--- src/rtl/image_buffer_ctrl_if.sv ---
// Bus bundle for image_buffer_ctrl: input pixel stream, output pixel stream, BRAM port and status.
// The master modport is the controller's view; slave is the surrounding system.
interface image_buffer_ctrl_if #(
    parameter int DATA_W = 8,
    parameter int ADDR_W = 16
);
    logic              s_valid;
    logic [DATA_W-1:0] s_data;
    logic              s_ready;
    logic              read_request;
    logic              m_valid;
    logic [DATA_W-1:0] m_data;
    logic              m_last;
    logic              m_ready;
    logic              bram_we;
    logic [ADDR_W-1:0] bram_addr;
    logic [DATA_W-1:0] bram_din;
    logic [DATA_W-1:0] bram_dout;
    logic              image_written;
    logic              frame_done;

    modport master (
        input  s_valid, s_data, read_request, m_ready, bram_dout,
        output s_ready, m_valid, m_data, m_last, bram_we, bram_addr, bram_din,
               image_written, frame_done
    );

    modport slave (
        output s_valid, s_data, read_request, m_ready, bram_dout,
        input  s_ready, m_valid, m_data, m_last, bram_we, bram_addr, bram_din,
               image_written, frame_done
    );
endinterface

--- src/rtl/image_buffer_ctrl.sv ---
// Fill/drain sequencer for the single-port image BRAM: writes one image from the input stream,
// then streams it out in raster order through a 2-entry skid buffer.
module image_buffer_ctrl #(
    parameter int DATA_W     = 8,
    parameter int ADDR_W     = 16,
    parameter int NUM_PIXELS = 784
) (
    input logic                 clk,
    input logic                 rst,
    image_buffer_ctrl_if.master bus
);
    localparam logic [1:0] S_IDLE  = 2'd0;
    localparam logic [1:0] S_FILL  = 2'd1;
    localparam logic [1:0] S_FULL  = 2'd2;
    localparam logic [1:0] S_DRAIN = 2'd3;

    localparam logic [ADDR_W-1:0] LAST_ADDR = ADDR_W'(NUM_PIXELS - 1);

    logic [1:0]        state;
    logic [ADDR_W-1:0] wr_ptr;
    logic [ADDR_W-1:0] rd_ptr;
    logic [ADDR_W-1:0] wr_addr;
    logic              we_q;
    logic [DATA_W-1:0] din_q;
    logic              rd_done;
    logic              dout_v;
    logic              dout_last;
    logic              out_v;
    logic              out_last;
    logic [DATA_W-1:0] out_data;
    logic              spare_v;
    logic              spare_last;
    logic [DATA_W-1:0] spare_data;
    logic              iw_q;
    logic              fd_q;

    logic       accept;
    logic       pop;
    logic       issue;
    logic [1:0] occ;

    assign accept = (state == S_FILL) && bus.s_valid;
    assign pop    = out_v && bus.m_ready;
    // Occupancy counts the beat leaving this cycle as gone, so a new read can be issued
    // every cycle under continuous m_ready without risking overflow on a later stall.
    assign occ    = {1'b0, out_v} + {1'b0, spare_v} + {1'b0, dout_v} - {1'b0, pop};
    assign issue  = (state == S_DRAIN) && !rd_done && (occ < 2'd2);

    assign bus.s_ready       = (state == S_FILL);
    assign bus.bram_we       = we_q;
    assign bus.bram_din      = din_q;
    assign bus.bram_addr     = (state == S_DRAIN) ? rd_ptr : wr_addr;
    assign bus.m_valid       = out_v;
    assign bus.m_data        = out_data;
    assign bus.m_last        = out_last;
    assign bus.image_written = iw_q;
    assign bus.frame_done    = fd_q;

    always_ff @(posedge clk) begin
        if (rst) begin
            state      <= S_IDLE;
            wr_ptr     <= '0;
            rd_ptr     <= '0;
            wr_addr    <= '0;
            we_q       <= 1'b0;
            din_q      <= '0;
            rd_done    <= 1'b0;
            dout_v     <= 1'b0;
            dout_last  <= 1'b0;
            out_v      <= 1'b0;
            out_last   <= 1'b0;
            out_data   <= '0;
            spare_v    <= 1'b0;
            spare_last <= 1'b0;
            spare_data <= '0;
            iw_q       <= 1'b0;
            fd_q       <= 1'b0;
        end else begin
            we_q      <= 1'b0;
            fd_q      <= 1'b0;
            dout_v    <= issue;
            dout_last <= (rd_ptr == LAST_ADDR);

            case (state)
                S_IDLE: state <= S_FILL;
                S_FILL: begin
                    if (accept) begin
                        we_q    <= 1'b1;
                        wr_addr <= wr_ptr;
                        din_q   <= bus.s_data;
                        if (wr_ptr == LAST_ADDR) state <= S_FULL;
                        else                     wr_ptr <= wr_ptr + 1'b1;
                    end
                end
                S_FULL: begin
                    iw_q <= 1'b1;
                    if (bus.read_request) state <= S_DRAIN;
                end
                default: begin
                    if (issue) begin
                        if (rd_ptr == LAST_ADDR) rd_done <= 1'b1;
                        else                     rd_ptr  <= rd_ptr + 1'b1;
                    end
                    if (pop && out_last) begin
                        state   <= S_IDLE;
                        fd_q    <= 1'b1;
                        iw_q    <= 1'b0;
                        wr_ptr  <= '0;
                        rd_ptr  <= '0;
                        wr_addr <= '0;
                        rd_done <= 1'b0;
                    end
                end
            endcase

            // Skid buffer: output register backed by one spare entry.
            if (!out_v || pop) begin
                if (spare_v) begin
                    out_v      <= 1'b1;
                    out_data   <= spare_data;
                    out_last   <= spare_last;
                    spare_v    <= dout_v;
                    spare_data <= bus.bram_dout;
                    spare_last <= dout_last;
                end else if (dout_v) begin
                    out_v    <= 1'b1;
                    out_data <= bus.bram_dout;
                    out_last <= dout_last;
                end else begin
                    out_v <= 1'b0;
                end
            end else if (dout_v) begin
                spare_v    <= 1'b1;
                spare_data <= bus.bram_dout;
                spare_last <= dout_last;
            end
        end
    end
endmodule

--- src/flat_wrapper.sv ---
// flat-port wrapper written by rule: the top's interface ports become plain ports
module image_buffer_ctrl_flat 
#(
    parameter int DATA_W     = 8,
    parameter int ADDR_W     = 16,
    parameter int NUM_PIXELS = 784
)
  (clk, rst, bus_s_valid, bus_s_data, bus_read_request, bus_m_ready, bus_bram_dout, bus_s_ready, bus_m_valid, bus_m_data, bus_m_last, bus_bram_we, bus_bram_addr, bus_bram_din, bus_image_written, bus_frame_done);
  image_buffer_ctrl_if #(.DATA_W(DATA_W), .ADDR_W(ADDR_W)) bus_i ();
  input logic clk;
  input logic rst;
  input wire logic [$bits(bus_i.s_valid)-1:0] bus_s_valid;
  input wire logic [$bits(bus_i.s_data)-1:0] bus_s_data;
  input wire logic [$bits(bus_i.read_request)-1:0] bus_read_request;
  input wire logic [$bits(bus_i.m_ready)-1:0] bus_m_ready;
  input wire logic [$bits(bus_i.bram_dout)-1:0] bus_bram_dout;
  output wire logic [$bits(bus_i.s_ready)-1:0] bus_s_ready;
  output wire logic [$bits(bus_i.m_valid)-1:0] bus_m_valid;
  output wire logic [$bits(bus_i.m_data)-1:0] bus_m_data;
  output wire logic [$bits(bus_i.m_last)-1:0] bus_m_last;
  output wire logic [$bits(bus_i.bram_we)-1:0] bus_bram_we;
  output wire logic [$bits(bus_i.bram_addr)-1:0] bus_bram_addr;
  output wire logic [$bits(bus_i.bram_din)-1:0] bus_bram_din;
  output wire logic [$bits(bus_i.image_written)-1:0] bus_image_written;
  output wire logic [$bits(bus_i.frame_done)-1:0] bus_frame_done;
  assign bus_i.s_valid = bus_s_valid;
  assign bus_i.s_data = bus_s_data;
  assign bus_i.read_request = bus_read_request;
  assign bus_i.m_ready = bus_m_ready;
  assign bus_i.bram_dout = bus_bram_dout;
  assign bus_s_ready = bus_i.s_ready;
  assign bus_m_valid = bus_i.m_valid;
  assign bus_m_data = bus_i.m_data;
  assign bus_m_last = bus_i.m_last;
  assign bus_bram_we = bus_i.bram_we;
  assign bus_bram_addr = bus_i.bram_addr;
  assign bus_bram_din = bus_i.bram_din;
  assign bus_image_written = bus_i.image_written;
  assign bus_frame_done = bus_i.frame_done;
  image_buffer_ctrl #(.DATA_W(DATA_W), .ADDR_W(ADDR_W), .NUM_PIXELS(NUM_PIXELS)) u_core (.clk(clk), .rst(rst), .bus(bus_i));
endmodule
--- config.mk ---
export PLATFORM = sky130hd
export DESIGN_NAME = image_buffer_ctrl_flat
export DESIGN_NICKNAME = d
export VERILOG_FILES = /design/src/rtl/image_buffer_ctrl_if.sv /design/src/rtl/image_buffer_ctrl.sv /design/src/flat_wrapper.sv
export SDC_FILE = /design/constraint.sdc
export NUM_CORES = 1
export LEC_CHECK = 0
export BUFFER_PORTS_ARGS = -buffer_cell sky130_fd_sc_hd__buf_4
export CORE_MARGIN = 2
export CORE_UTILIZATION = 50
export CTS_CLUSTER_DIAMETER = 60
export CTS_CLUSTER_SIZE = 8
export DETAILED_ROUTE_END_ITERATION = 10
export PLACE_DENSITY = 0.68
export SLEW_MARGIN = 20
export SYNTH_ARGS = -nofsm -noshare
export SYNTH_HDL_FRONTEND = slang
export SYNTH_SLANG_ARGS = --single-unit
--- constraint.sdc ---
create_clock -name clk -period 3.63 [get_ports clk]
set_clock_uncertainty 0.05 [all_clocks]
set_input_delay 0.1815 -clock clk [delete_from_list [all_inputs] [get_ports clk]]
set_output_delay 0.1815 -clock clk [all_outputs]
set_load 0.02 [all_outputs]
# After elaboration in Yosys (flattened, before gate mapping)
# Cells that the tools add are included.
[classes] reduce_logical=30 muxes=35 eq_ne=11 bitwise=4 add_sub_neg=5 order_cmp=1
[ops] op="two-way mux 16 bit" count=8
[ops] op="one-hot mux 16 bit (2 select lines)" count=2
[ops] op="adder 16 x 1 -> 16 bit (second input constant)" count=2
[ops] op="equality test 16 x 10 -> 1 bit (second input constant)" count=2
[ops] op="two-way mux 8 bit" count=4
[ops] op="two-way mux 1 bit" count=15
[ops] op="nonzero test 2 bit" count=6
[ops] op="AND reduction 3 bit" count=3
[ops] op="two-way mux 2 bit" count=4
[ops] op="AND reduction 2 bit" count=4
[ops] op="AND reduction 4 bit" count=2
[ops] op="inequality test 2 x 1 -> 1 bit (second input constant)" count=3
[ops] op="inequality test 2 bit (second input constant)" count=3
[ops] op="one-hot mux 2 bit (3 select lines)" count=1
[ops] op="OR reduction 2 bit" count=3
[ops] op="logical AND 1 bit" count=5
[ops] op="equality test 2 bit (second input constant)" count=2
[ops] op="inverter 1 bit" count=4
[ops] op="nonzero test 4 bit" count=1
[ops] op="OR reduction 4 bit" count=1
[ops] op="OR reduction 3 bit" count=1
[ops] op="adder 1 x 1 -> 2 bit" count=1
[ops] op="adder 2 x 1 -> 2 bit" count=1
[ops] op="equality test 2 x 1 -> 1 bit (second input constant)" count=1
[ops] op="6 further kinds" count=7
[totals] input_bits=21 word_cells=103 output_inout_bits=38 register_bits=84

# Logic depth before layout (Yosys ltp)
# Gate-level depths: netlist of run 1.
[depth] depth_word=7 mapped_depth=10 depth_no_buf=9

# Least setup slack after synthesis of run 1
# No wires, ideal clock.
[synth_timing] kind="register to register" start="register u_core.out_v, in the netlist u_core.bus.m_valid" end="register u_core.rd_ptr[10]" path_slack_ns=1.004 stages_incl_launch_ff=10 setup_ns=0.120 arrival_ns=2.456 cell_sequence="dfxtp_1 > and2_1 > ha_1 > inv_1 > ha_1 > a21oi_2 > mux2i_4 > nand3_2 > o211a_1 > a211o_1"
[synth_via] elab_chain_cells=7
[synth_lines] element="start, declared" line="image_buffer_ctrl.sv:28" source="logic out_v;"
[synth_lines] element="start signal, assigned" line="image_buffer_ctrl.sv:70" source="out_v <= 1'b0;"
[synth_lines] element="start signal, assigned" line="image_buffer_ctrl.sv:119" source="out_v <= 1'b1;"
[synth_lines] element="start signal, assigned" line="image_buffer_ctrl.sv:126" source="out_v <= 1'b1;"
[synth_lines] element="adder 1 x 1 -> 2 bit" line="image_buffer_ctrl.sv:46" source="assign occ = {1'b0, out_v} + {1'b0, spare_v} + {1'b0, dout_v} - {1'b0, pop};"
[synth_lines] element="adder 2 x 1 -> 2 bit" line="image_buffer_ctrl.sv:46"
[synth_lines] element="subtractor 2 x 1 -> 2 bit" line="image_buffer_ctrl.sv:46"
[synth_lines] element="less-than comparator 2 bit" line="image_buffer_ctrl.sv:47" source="assign issue = (state == S_DRAIN) && !rd_done && (occ < 2'd2);"
[synth_lines] element="logical AND 1 bit" line="image_buffer_ctrl.sv:47"
[synth_lines] element="nonzero test 2 bit (no source line)"
[synth_lines] element="AND reduction 3 bit (no source line)"
[synth_lines] element="end signal, assigned" line="image_buffer_ctrl.sv:102" source="else rd_ptr <= rd_ptr + 1'b1;"
[synth_lines] element="end, declared" line="image_buffer_ctrl.sv:21" source="logic [ADDR_W-1:0] rd_ptr;"
# Several ways; a longest one is shown, not always the timed one.
# A chain may end at the register's enable or synchronous reset.

# Final worst setup path of run 1
[layout_timing] start="register u_core.dout_v" end="register u_core.rd_ptr[11]"
[layout_via] elab_chain_cells=6
[layout_lines] element="start, declared" line="image_buffer_ctrl.sv:26" source="logic dout_v;"
[layout_lines] element="start signal, assigned" line="image_buffer_ctrl.sv:81" source="dout_v <= issue;"
[layout_lines] element="adder 2 x 1 -> 2 bit" line="image_buffer_ctrl.sv:46"
[layout_lines] element="subtractor 2 x 1 -> 2 bit" line="image_buffer_ctrl.sv:46"
[layout_lines] element="less-than comparator 2 bit" line="image_buffer_ctrl.sv:47"
[layout_lines] element="logical AND 1 bit" line="image_buffer_ctrl.sv:47"
[layout_lines] element="nonzero test 2 bit (no source line)"
[layout_lines] element="AND reduction 3 bit (no source line)"
# No other way between the ends.

==> run_results.csv, run 1 <==
group,metric,value,unit
logic_synthesis,ys_warn_count,0,
logic_synthesis,netlist_top_cells_count,"84 x dfxtp_1, 55 x nand2_1, 41 x nor2_1",
power_and_ir_drop,intPower,1390,uW
global_route,grt_pass1_wl,16300,um
setup_path,crit_start,"u_core.dout_v",
clocking,holdBufCountCts,0,
timing,relSlewSlack,56.3,%
timing,rsz0062_at_grt,"no",
timing,hold_viol,0,
placed_design,hpwl,7060,um
detailed_routing,drt_first_iter_violations,211,
worst_hold_path,hold_path.class,"primary input to flop",
setup_path,timing.rr.start,"u_core.dout_v",
clocking,cts_tree,"built",
logic_synthesis,netlist_area,0.00412,mm^2
global_route,grt_pass1_vias,3367,
setup_path,critical_path_class,"flop to flop",
setup_path,crit_end,"u_core.rd_ptr[11]",
status,status,"complete, no violations",
detailed_routing,ant_nets,0,
logic_synthesis,async_flop_share,0,%
setup_path,end_kind,"flop",
die,io_pins,59,
detailed_routing,post_drt_via_cell_ratio,5.81,
clocking,clkSlewWorstSetupHoldPaths,0.09,ns
logic_synthesis,yosysUniqueCellTypes,59,
clocking,ctsResizeCount,0,
timing,fmax,366,MHz
setup_path,r2r_cells,9,
detailed_routing,drt-total-wl,10000,um
setup_path,arrival,2.95,ns
global_route,track_usage,23.2,%
global_route,antenna_found_initial,0,
timing,worstMarginPinSlew,0.653,ns
logic_synthesis,synthTopCellsByArea,"dfxtp_1 41%, nand2_1 5.0%, mux2_2 4.6%",
timing,setup_viol,0,
detailed_routing,num_vias,3541,
logic_synthesis,synth_top_area_share,40.8,%
die,die_w,94.8,um
logic_synthesis,syn_inst,451,
clocking,clockRootBuffer,"clkbuf_8",
detailed_routing,drc,0,
clocking,cts.path.max_buffers,2,
power_and_ir_drop,p_sw_share,30.2,%
placed_design,numPortBuffers,58,
die,core,0.00809,mm^2
timing,maxSlewViolCount,0,
finish,drive_gt1_share,20.8,%
detailed_routing,wl_per_cell,16.4,um
timing,period_minus_slack,2.73,ns
detailed_routing,drt-pass1-iter-count,5,
die,row_count,33,
power_and_ir_drop,power_leakage,0.00189,uW
clocking,cts-buffers-inserted,9,
finish,fill_cells,754,
clocking,h-tree-depth,3,
logic_synthesis,synthMostInstantiatedCell,"dfxtp_1",
run,max_cap_violations,0,
power_and_ir_drop,power.share.combinational,19.6,%
die,die_h,94.8,um
logic_synthesis,yosys_most_used_dff,"dfxtp_1",
setup_path,worstPathRequired,3.85,ns
logic_synthesis,yosys.area.top_type,"dfxtp_1",
logic_synthesis,synth-edff-count,0,
setup_path,reg2reg_slack,0.90,ns
timing,tns,0,ns
logic_synthesis,synth_seq_cells,84,
setup_path,cp_max_fo,9,
die,start_util,50.9,%
placed_design,gp_congestion,0.885,
finish,final_nets,530,
finish,area_growth,15.8,%
power_and_ir_drop,p_total,1990,uW
global_route,grt_overflow,0,
setup_path,critPathLaunchType,"flop",
clocking,cts_num_sinks,84,
worst_hold_path,min_from,"bus_s_valid",
clocking,post_cts_buffers,0,
die,fp.dieArea,0.00898,mm^2
power_and_ir_drop,peakVddDrop,267,uV
finish,diodes,0,
power_and_ir_drop,power_frac_seq,49.6,%
setup_path,r2r_end,"u_core.rd_ptr[11]",
finish,multi_input_area,0.00228,mm^2
timing,period_share,75.2,%
global_route,grt_max_degree,52,
logic_synthesis,yosysSeqAreaShare,40.8,%
clocking,clock_latency,0.34,ns
finish,seq_area,0.00168,mm^2
logic_synthesis,synth.avg_cell_area,9.13,um^2
power_and_ir_drop,p_switching,600,uW
power_and_ir_drop,cellPowerDensity,417,mW/mm^2
power_and_ir_drop,clockPowerShare,30.8,%
logic_synthesis,syn_nets,481,
==> worst min path at each step <==
stage,to,slack (ns),cells past startpoint
2_1_floorplan,u_core.bus.bram_we,0.25,1
3_3_place_gp,u_core.bus.bram_we,0.37,2
3_5_place_dp,u_core.bus.bram_we,0.37,2
4_1_cts,u_core.bus.bram_we,0.02,2
5_1_grt,u_core.bus.bram_din[4],0.03,3
6_report,u_core.bus.bram_we,0.02,2
==> sequential cells by signal, indices dropped and copies added (netlist names), 2 cells and up <==
name / count
u_core.wr_addr: 16
u_core.rd_ptr: 16
u_core.wr_ptr: 16
u_core.bus.bram_din: 8
u_core.spare_data: 8
u_core.state: 2
u_core.bus.m_data: 8
==> per-stage QoR <==
step | instances | util [%] | hold WS [ns] | worst slack, ns | area (um^2)
finish | 609 | 58.9 | 0.0239 | 0.901 | 4770
global route | 609 | 58.9 | 0.0272 | 0.616 | 4770
CTS | 609 | 58.9 | 0.0170 | 0.878 | 4770
detailed placement | 594 | 56.8 | 0.373 | 0.934 | 4590
global placement | 594 | 56.8 | 0.370 | 0.967 | 4590
floorplan | 451 | - | 0.253 | 1.00 | 4120
==> per-layer routing <==
| metal | wire length, um | global-route usage (%) | vias to the layer above |
|---|---|---|---|
| met3 | 578 | 4.07 | 8 |
| met5 | 0 | 0 | - |
| met2 | 4680 | 37.9 | 111 |
| met4 | 76 | 7.00 | 0 |
| met1 | 4680 | 31.3 | 1657 |
| li1 | - | - | 1765 |
==> area by class of cell <==
class | instances | area share [%]
Clock buffer | 12 | 3.25
Clock inverter | 3 | 0.446
Inverter | 8 | 0.630
Multi-Input combinational cell | 335 | 47.9
Sequential cell | 84 | 35.3
Tap cell | 105 | 2.75
Timing Repair Buffer | 62 | 9.76
==> power by group through the flow <==
stage / clock [uW] / combinational (uW) / sequential, uW
finish: 612 / 390 / 987
global route: 670 / 429 / 994
CTS: 636 / 393 / 988
detailed placement: 0 / 392 / 1010
global placement: 0 / 385 / 1010
floorplan: 0 / 254 / 1030
==> cells in the final DEF, fill, tap and decap left out, types with 3 or more instances in the layout <==
master / instances
a211o_1: 3
a211oi_1: 11
a21oi_1: 22
a22o_1: 18
a31o_1: 3
a31oi_1: 12
a41oi_1: 3
and2_1: 6
and3_1: 10
and4_1: 3
buf_4: 62
clkbuf_8: 11
dfxtp_1: 84
ha_1: 9
inv_1: 8
mux2_2: 17
mux2i_1: 19
nand2_1: 55
nand2b_1: 3
nand3_1: 16
nand4_1: 3
nor2_1: 41
nor2b_1: 5
nor3_1: 6
nor4_1: 7
nor4b_1: 4
o211a_1: 3
o211ai_1: 5
o21a_1: 5
o21ai_0: 5
or3_1: 3
or4_1: 4
xnor2_1: 5
==> critical path, cell delays in order, from the launching register on <==
cell and delay, ns:
dfxtp_1 0.45, inv_1 0.07, ha_1 0.27, inv_1 0.04, ha_1 0.28, a21oi_2 0.25, mux2i_4 0.45, nand2_4 0.10
or4_1 0.52, a31oi_1 0.16
==> logic make-up after synthesis <==
logic type / after synthesis / share of synthesized area (%)
flops: 84 / 40.8
fa+ha+maj: 9 / 2.73
mux: 38 / 10.4
simple gates: 180 / 23.2
buf+inv: 32 / 3.68
xor+xnor: 5 / 1.06
compound gates: 103 / 18.1
(Power assumes the default switching activity.)
==> run 2: changes to the inputs <==
Clock period 3.63 ns to 2.69 ns, I/O delays scaled along.
==> run 2 against run 1 <==
Compared with the run above:
- cell area rose by 5.9%
- utilization up 3.4 points
- worst setup slack lost 0.75 ns
- wire length increased by 3.8%
- highest routed layer unchanged
- via count increased by 3.8%
- combinational power rose by 50%
- largest power group unchanged
==> run_results.csv, run 2 (synthesized netlist as in run 1, its figures left out) <==
group,metric,value,unit
status,status,"complete, no violations",
setup_path,slowest_delay,0.39,ns
detailed_routing,drc,0,
setup_path,critPathLaunchType,"flop",
clocking,cts_tree,"built",
global_route,track_usage,24.6,%
power_and_ir_drop,cellPowerDensity,562,mW/mm^2
die,core,0.00809,mm^2
placed_design,pre_cts_slack,0.0766,ns
power_and_ir_drop,p_total,2840,uW
finish,final_common_cell,"dfxtp_1",
timing,hold_viol,0,
setup_path,cp_top_family,"simple AND/OR/NAND/NOR gates",
clocking,cts-buffers-inserted,9,
die,die_w,94.8,um
global_route,grt_pass1_wl,17300,um
global_route,antenna_found_initial,0,
power_and_ir_drop,peakVddDrop,366,uV
finish,layout_common_cells,"84 x dfxtp_1, 70 x buf_4, 55 x nand2_1",
setup_path,critical_path_class,"flop to flop",
timing,period_share,94.5,%
detailed_routing,drt_first_iter_violations,150,
detailed_routing,ant_nets,0,
worst_hold_path,hold_path.class,"primary input to flop",
setup_path,crit_chain,"and2_1, ha_1, inv_1, ha_1, a21oi_2, mux2i_4, buf_12, buf_4, nand3_1, or3b_1, a21oi_1",
clocking,h-tree-depth,3,
placed_design,numPortBuffers,58,
timing,fmax,394,MHz
timing,rsz0062_at_grt,"no",
timing,period_minus_slack,2.54,ns
detailed_routing,drt-pass1-iter-count,5,
power_and_ir_drop,power_leakage,0.00201,uW
clocking,clkSlewWorstSetupHoldPaths,0.09,ns
setup_path,worst-path-buf-inv,3,
finish,reg.largest.list,"u_core.rd_ptr: 16 flops, u_core.wr_addr: 16 flops, u_core.wr_ptr: 16 flops",
clocking,cts.path.max_buffers,2,
die,io_pins,59,
global_route,grt_pass1_vias,3504,
timing,hold_slack,0.140,ns
setup_path,worstPathRequired,2.92,ns
clocking,cts_num_sinks,84,
finish,area_growth,22.6,%
timing,tns,0,ns
placed_design,hpwl,7090,um
global_route,grt_max_degree,38,
run,max_cap_violations,0,
setup_path,cp_max_fo,8,
timing,setup_viol,0,
timing,worstMarginPinSlew,0.707,ns
die,row_count,33,
finish,final_nets,556,
clocking,ctsResizeCount,0,
setup_path,arrival,2.77,ns
die,die_h,94.8,um
setup_path,end_kind,"flop",
finish,diodes,0,
timing,maxSlewViolCount,0,
setup_path,crit_top_cell,"ha_1",
clocking,clock_latency,0.35,ns
placed_design,gp_congestion,0.876,
finish,drive_gt1_share,21.8,%
die,start_util,50.9,%
detailed_routing,num_vias,3676,
setup_path,cpMaxStageDelayCell,"or3b_1",
die,fp.dieArea,0.00898,mm^2
timing,setup_ws,0.149,ns
detailed_routing,post_drt_via_cell_ratio,5.78,
global_route,grt_overflow,0,
detailed_routing,wl_per_cell,16.3,um
clocking,clockRootBuffer,"clkbuf_8",
timing,relSlewSlack,52.8,%
detailed_routing,drt-total-wl,10400,um
[run 2: worst register-to-register path: cells and delay by family, from the launching register on]
family	cells	cell delay (ns)
simple gates	3	0.61
mux	1	0.29
fa+ha+maj	2	0.54
buf+inv	3	0.30
flops	1	0.31
compound gates	2	0.38
[run 2: timing repair]
item,in CTS,in global routing
endpoints found under the hold margin,17,0
endpoints found under the setup margin,0,8
buffers inserted,0,2
hold buffers,17,0
[run 2: per-stage QoR]
stage          instances  util [%]  cell area [um^2]
3_5_place_dp         601      57.4              4650
3_3_place_gp         601      57.4              4650
5_1_grt              636      62.4              5050
6_report             636      62.4              5050
2_1_floorplan        451         -              4120
4_1_cts              634      62.0              5020
[run 2: power by group]
group	total (uW)	leakage [uW]	internal (uW)	switching (uW)
logic	585	0.00124	239	345
registers	1330	0.000678	1290	42.2
clock network	921	0.0000918	457	465
[run 2: metal layers]
| layer | vias up | global-route usage, % | share of wire (%) | wire (um) |
|---|---|---|---|---|
| li1 | 1813 | - | - | - |
| met2 | 111 | 40.5 | 47 | 4870 |
| met3 | 17 | 4.71 | 5.3 | 549 |
| met1 | 1735 | 32.1 | 46 | 4780 |
| met4 | 0 | 9.06 | 1.8 | 187 |
| met5 | - | 0 | 0 | 0 |
[run 2: final timing paths]
check	from	to	slack [ns]	cells past startpoint
worst max-delay path	u_core.bus.m_valid	u_core.rd_ptr[4]	0.15	11
worst min-delay path	bus_m_ready	u_core.spare_v	0.14	4
worst max register to register	u_core.bus.m_valid	u_core.rd_ptr[4]	0.15	11
worst min register to register	u_core.bus.bram_din[2]	u_core.bus.bram_din[2]	0.41	2
[run 2: final cells by class]
cell class                      instances  area, um^2
Tap cell                              105         131
Fill cell                             704        3040
Multi-Input combinational cell        335        2290
Clock buffer                           11         141
Inverter                                8        30.0
Sequential cell                        84        1680
Clock inverter                          5        61.3
Timing Repair Buffer                   88         716
==> run 3: changes to the inputs <==
Settings changed: SETUP_SLACK_MARGIN set to 0.15.
==> run 3 against run 2 <==
Compared with the run above:
- sequential power hardly changed
- total power is 0.70% higher
- utilization is 0.51 points higher
- global-route usage down 0.059 points
- first-iteration DRC count rose by 7.3%
- largest power group unchanged
- critical path type unchanged
- cell area up 0.82%
==> run_results.csv, run 3 (synthesized netlist as in run 1, its figures left out) <==
group,metric,value,unit
clocking,clockRootBuffer,"clkbuf_8",
power_and_ir_drop,intPower,2000,uW
detailed_routing,post_drt_via_cell_ratio,5.84,
global_route,grt_pass1_vias,3513,
global_route,met2_usage,39.9,%
setup_path,r2r_cells,10,
setup_path,slowest_delay,0.48,ns
placed_design,gp_congestion,0.864,
global_route,use_met1,32.5,%
power_and_ir_drop,cellPowerDensity,562,mW/mm^2
global_route,busiest_layer,"met2",
timing,maxSlewViolCount,0,
clocking,cts_tree,"built",
global_route,track_usage,24.6,%
clocking,clkSlewWorstSetupHoldPaths,0.09,ns
finish,layout_common_cells,"83 x dfxtp_1, 70 x buf_4, 55 x nand2_1",
die,die_w,94.8,um
power_and_ir_drop,p_sw_share,30.0,%
setup_path,critPathLaunchType,"flop",
finish,utilization,62.9,%
detailed_routing,ant_nets,0,
die,core,0.00809,mm^2
power_and_ir_drop,peakVddDrop,455,uV
finish,final_nets,558,
setup_path,critical_path_class,"flop to flop",
die,io_pins,59,
clocking,cts-buffers-inserted,9,
setup_path,crit_chain,"and2_1, ha_1, inv_2, ha_4, a21oi_4, mux2i_4, buf_6, nand3_4, or4_4, nand3_1",
setup_path,end_kind,"flop",
setup_path,cpMaxStageDelayCell,"or4_4",
finish,reg.largest.list,"u_core.rd_ptr: 16 flops, u_core.wr_addr: 16 flops, u_core.wr_ptr: 16 flops",
timing,setup_viol,0,
setup_path,worstPathRequired,2.94,ns
power_and_ir_drop,p_total,2860,uW
global_route,grt_max_degree,52,
global_route,antenna_found_initial,0,
timing,relSlewSlack,57.8,%
die,row_count,33,
timing,setup_ws,0.259,ns
clocking,cts.path.max_buffers,2,
die,die_h,94.8,um
global_route,grt_pass1_wl,17300,um
run,max_cap_violations,0,
finish,area_growth,23.6,%
die,start_util,50.9,%
setup_path,cp_max_fo,7,
finish,final_common_cell,"dfxtp_1",
finish,diodes,0,
power_and_ir_drop,power_frac_seq,46.6,%
timing,rsz0062_at_grt,"no",
worst_hold_path,whs_path_depth,4,
timing,hold_viol,0,
detailed_routing,wl_per_cell,16.4,um
timing,tns,0,ns
timing,period_minus_slack,2.43,ns
global_route,grt_overflow,0,
detailed_routing,drc,0,
die,fp.dieArea,0.00898,mm^2
power_and_ir_drop,power_leakage,0.00203,uW
finish,drive_gt1_share,22.7,%
placed_design,numPortBuffers,58,
timing,worstMarginPinSlew,0.631,ns
clocking,h-tree-depth,3,
clocking,clock_latency,0.36,ns
placed_design,pre_cts_slack,0.0614,ns
status,status,"complete, no violations",
clocking,cts_num_sinks,84,
timing,fmax,411,MHz
detailed_routing,drt-pass1-iter-count,5,
power_and_ir_drop,clockPowerShare,32.6,%
worst_hold_path,hold_path.class,"primary input to flop",
power_and_ir_drop,p_switching,859,uW
detailed_routing,num_vias,3726,
placed_design,hpwl,7080,um
power_and_ir_drop,power.share.combinational,20.8,%
global_route,met3_usage,4.79,%
setup_path,arrival,2.69,ns
detailed_routing,drt-total-wl,10500,um
timing,period_share,90.4,%
detailed_routing,drt_first_iter_violations,161,
[run 3: layout make-up]
| cell class | count | area (um^2) |
|---|---|---|
| Clock buffer | 11 | 141 |
| Clock inverter | 5 | 57.6 |
| Fill cell | 706 | 3000 |
| Inverter | 8 | 30.0 |
| Multi-Input combinational cell | 336 | 2330 |
| Sequential cell | 84 | 1690 |
| Tap cell | 105 | 131 |
| Timing Repair Buffer | 89 | 718 |
[run 3: metrics by stage]
step | hold slack, ns | cell area [um^2] | cells
floorplan | 0.206 | 4130 | 451
global placement | 0.323 | 4650 | 600
detailed placement | 0.339 | 4650 | 600
CTS | 0.119 | 5060 | 636
global route | 0.147 | 5090 | 638
finish | 0.122 | 5090 | 638
[run 3: worst paths after layout]
path | startpoint | to | slack (ns)
worst min-delay path | bus_m_ready | u_core.spare_v | 0.12
worst max register to register | u_core.bus.m_valid | u_core.rd_ptr[7] | 0.26
worst min register to register | u_core.bus.bram_din[6] | u_core.bus.bram_din[6] | 0.41
worst max-delay path | u_core.bus.m_valid | u_core.rd_ptr[7] | 0.26
[run 3: routing by layer]
| layer | vias to the layer above | share of wire [%] |
|---|---|---|
| met4 | 0 | 1.5 |
| met2 | 123 | 48 |
| li1 | 1822 | - |
| met3 | 13 | 5.7 |
| met5 | - | 0 |
| met1 | 1768 | 45 |
[run 3: power groups by stage]
stage | Combinational (uW) | Sequential (uW) | Clock, uW
2_1_floorplan | 343 | 1390 | 0
3_3_place_gp | 559 | 1360 | 0
6_report | 594 | 1330 | 933
4_1_cts | 588 | 1330 | 949
3_5_place_dp | 565 | 1360 | 0
5_1_grt | 659 | 1340 | 998
[run 3: worst max-delay path: cells and delay by family, from the launching register on]
kind | cells | cell delay (ns)
and+or+nand+nor | 4 | 0.81
DFF | 1 | 0.37
AOI/OAI and AO/OA | 1 | 0.17
buffers and inverters | 2 | 0.22
muxes | 1 | 0.27
adders and majority gates | 2 | 0.48
[run 3: what timing repair did]
item | 4_1_cts | 5_1_grt
hold buffers | 17 | 0
endpoints found under the setup margin | 9 | 9
hold endpoints to repair | 17 | 0
gates resized for setup | 3 | 4
pin swaps | 1 | 3
setup buffers | 3 | 1
cloned | 0 | 1
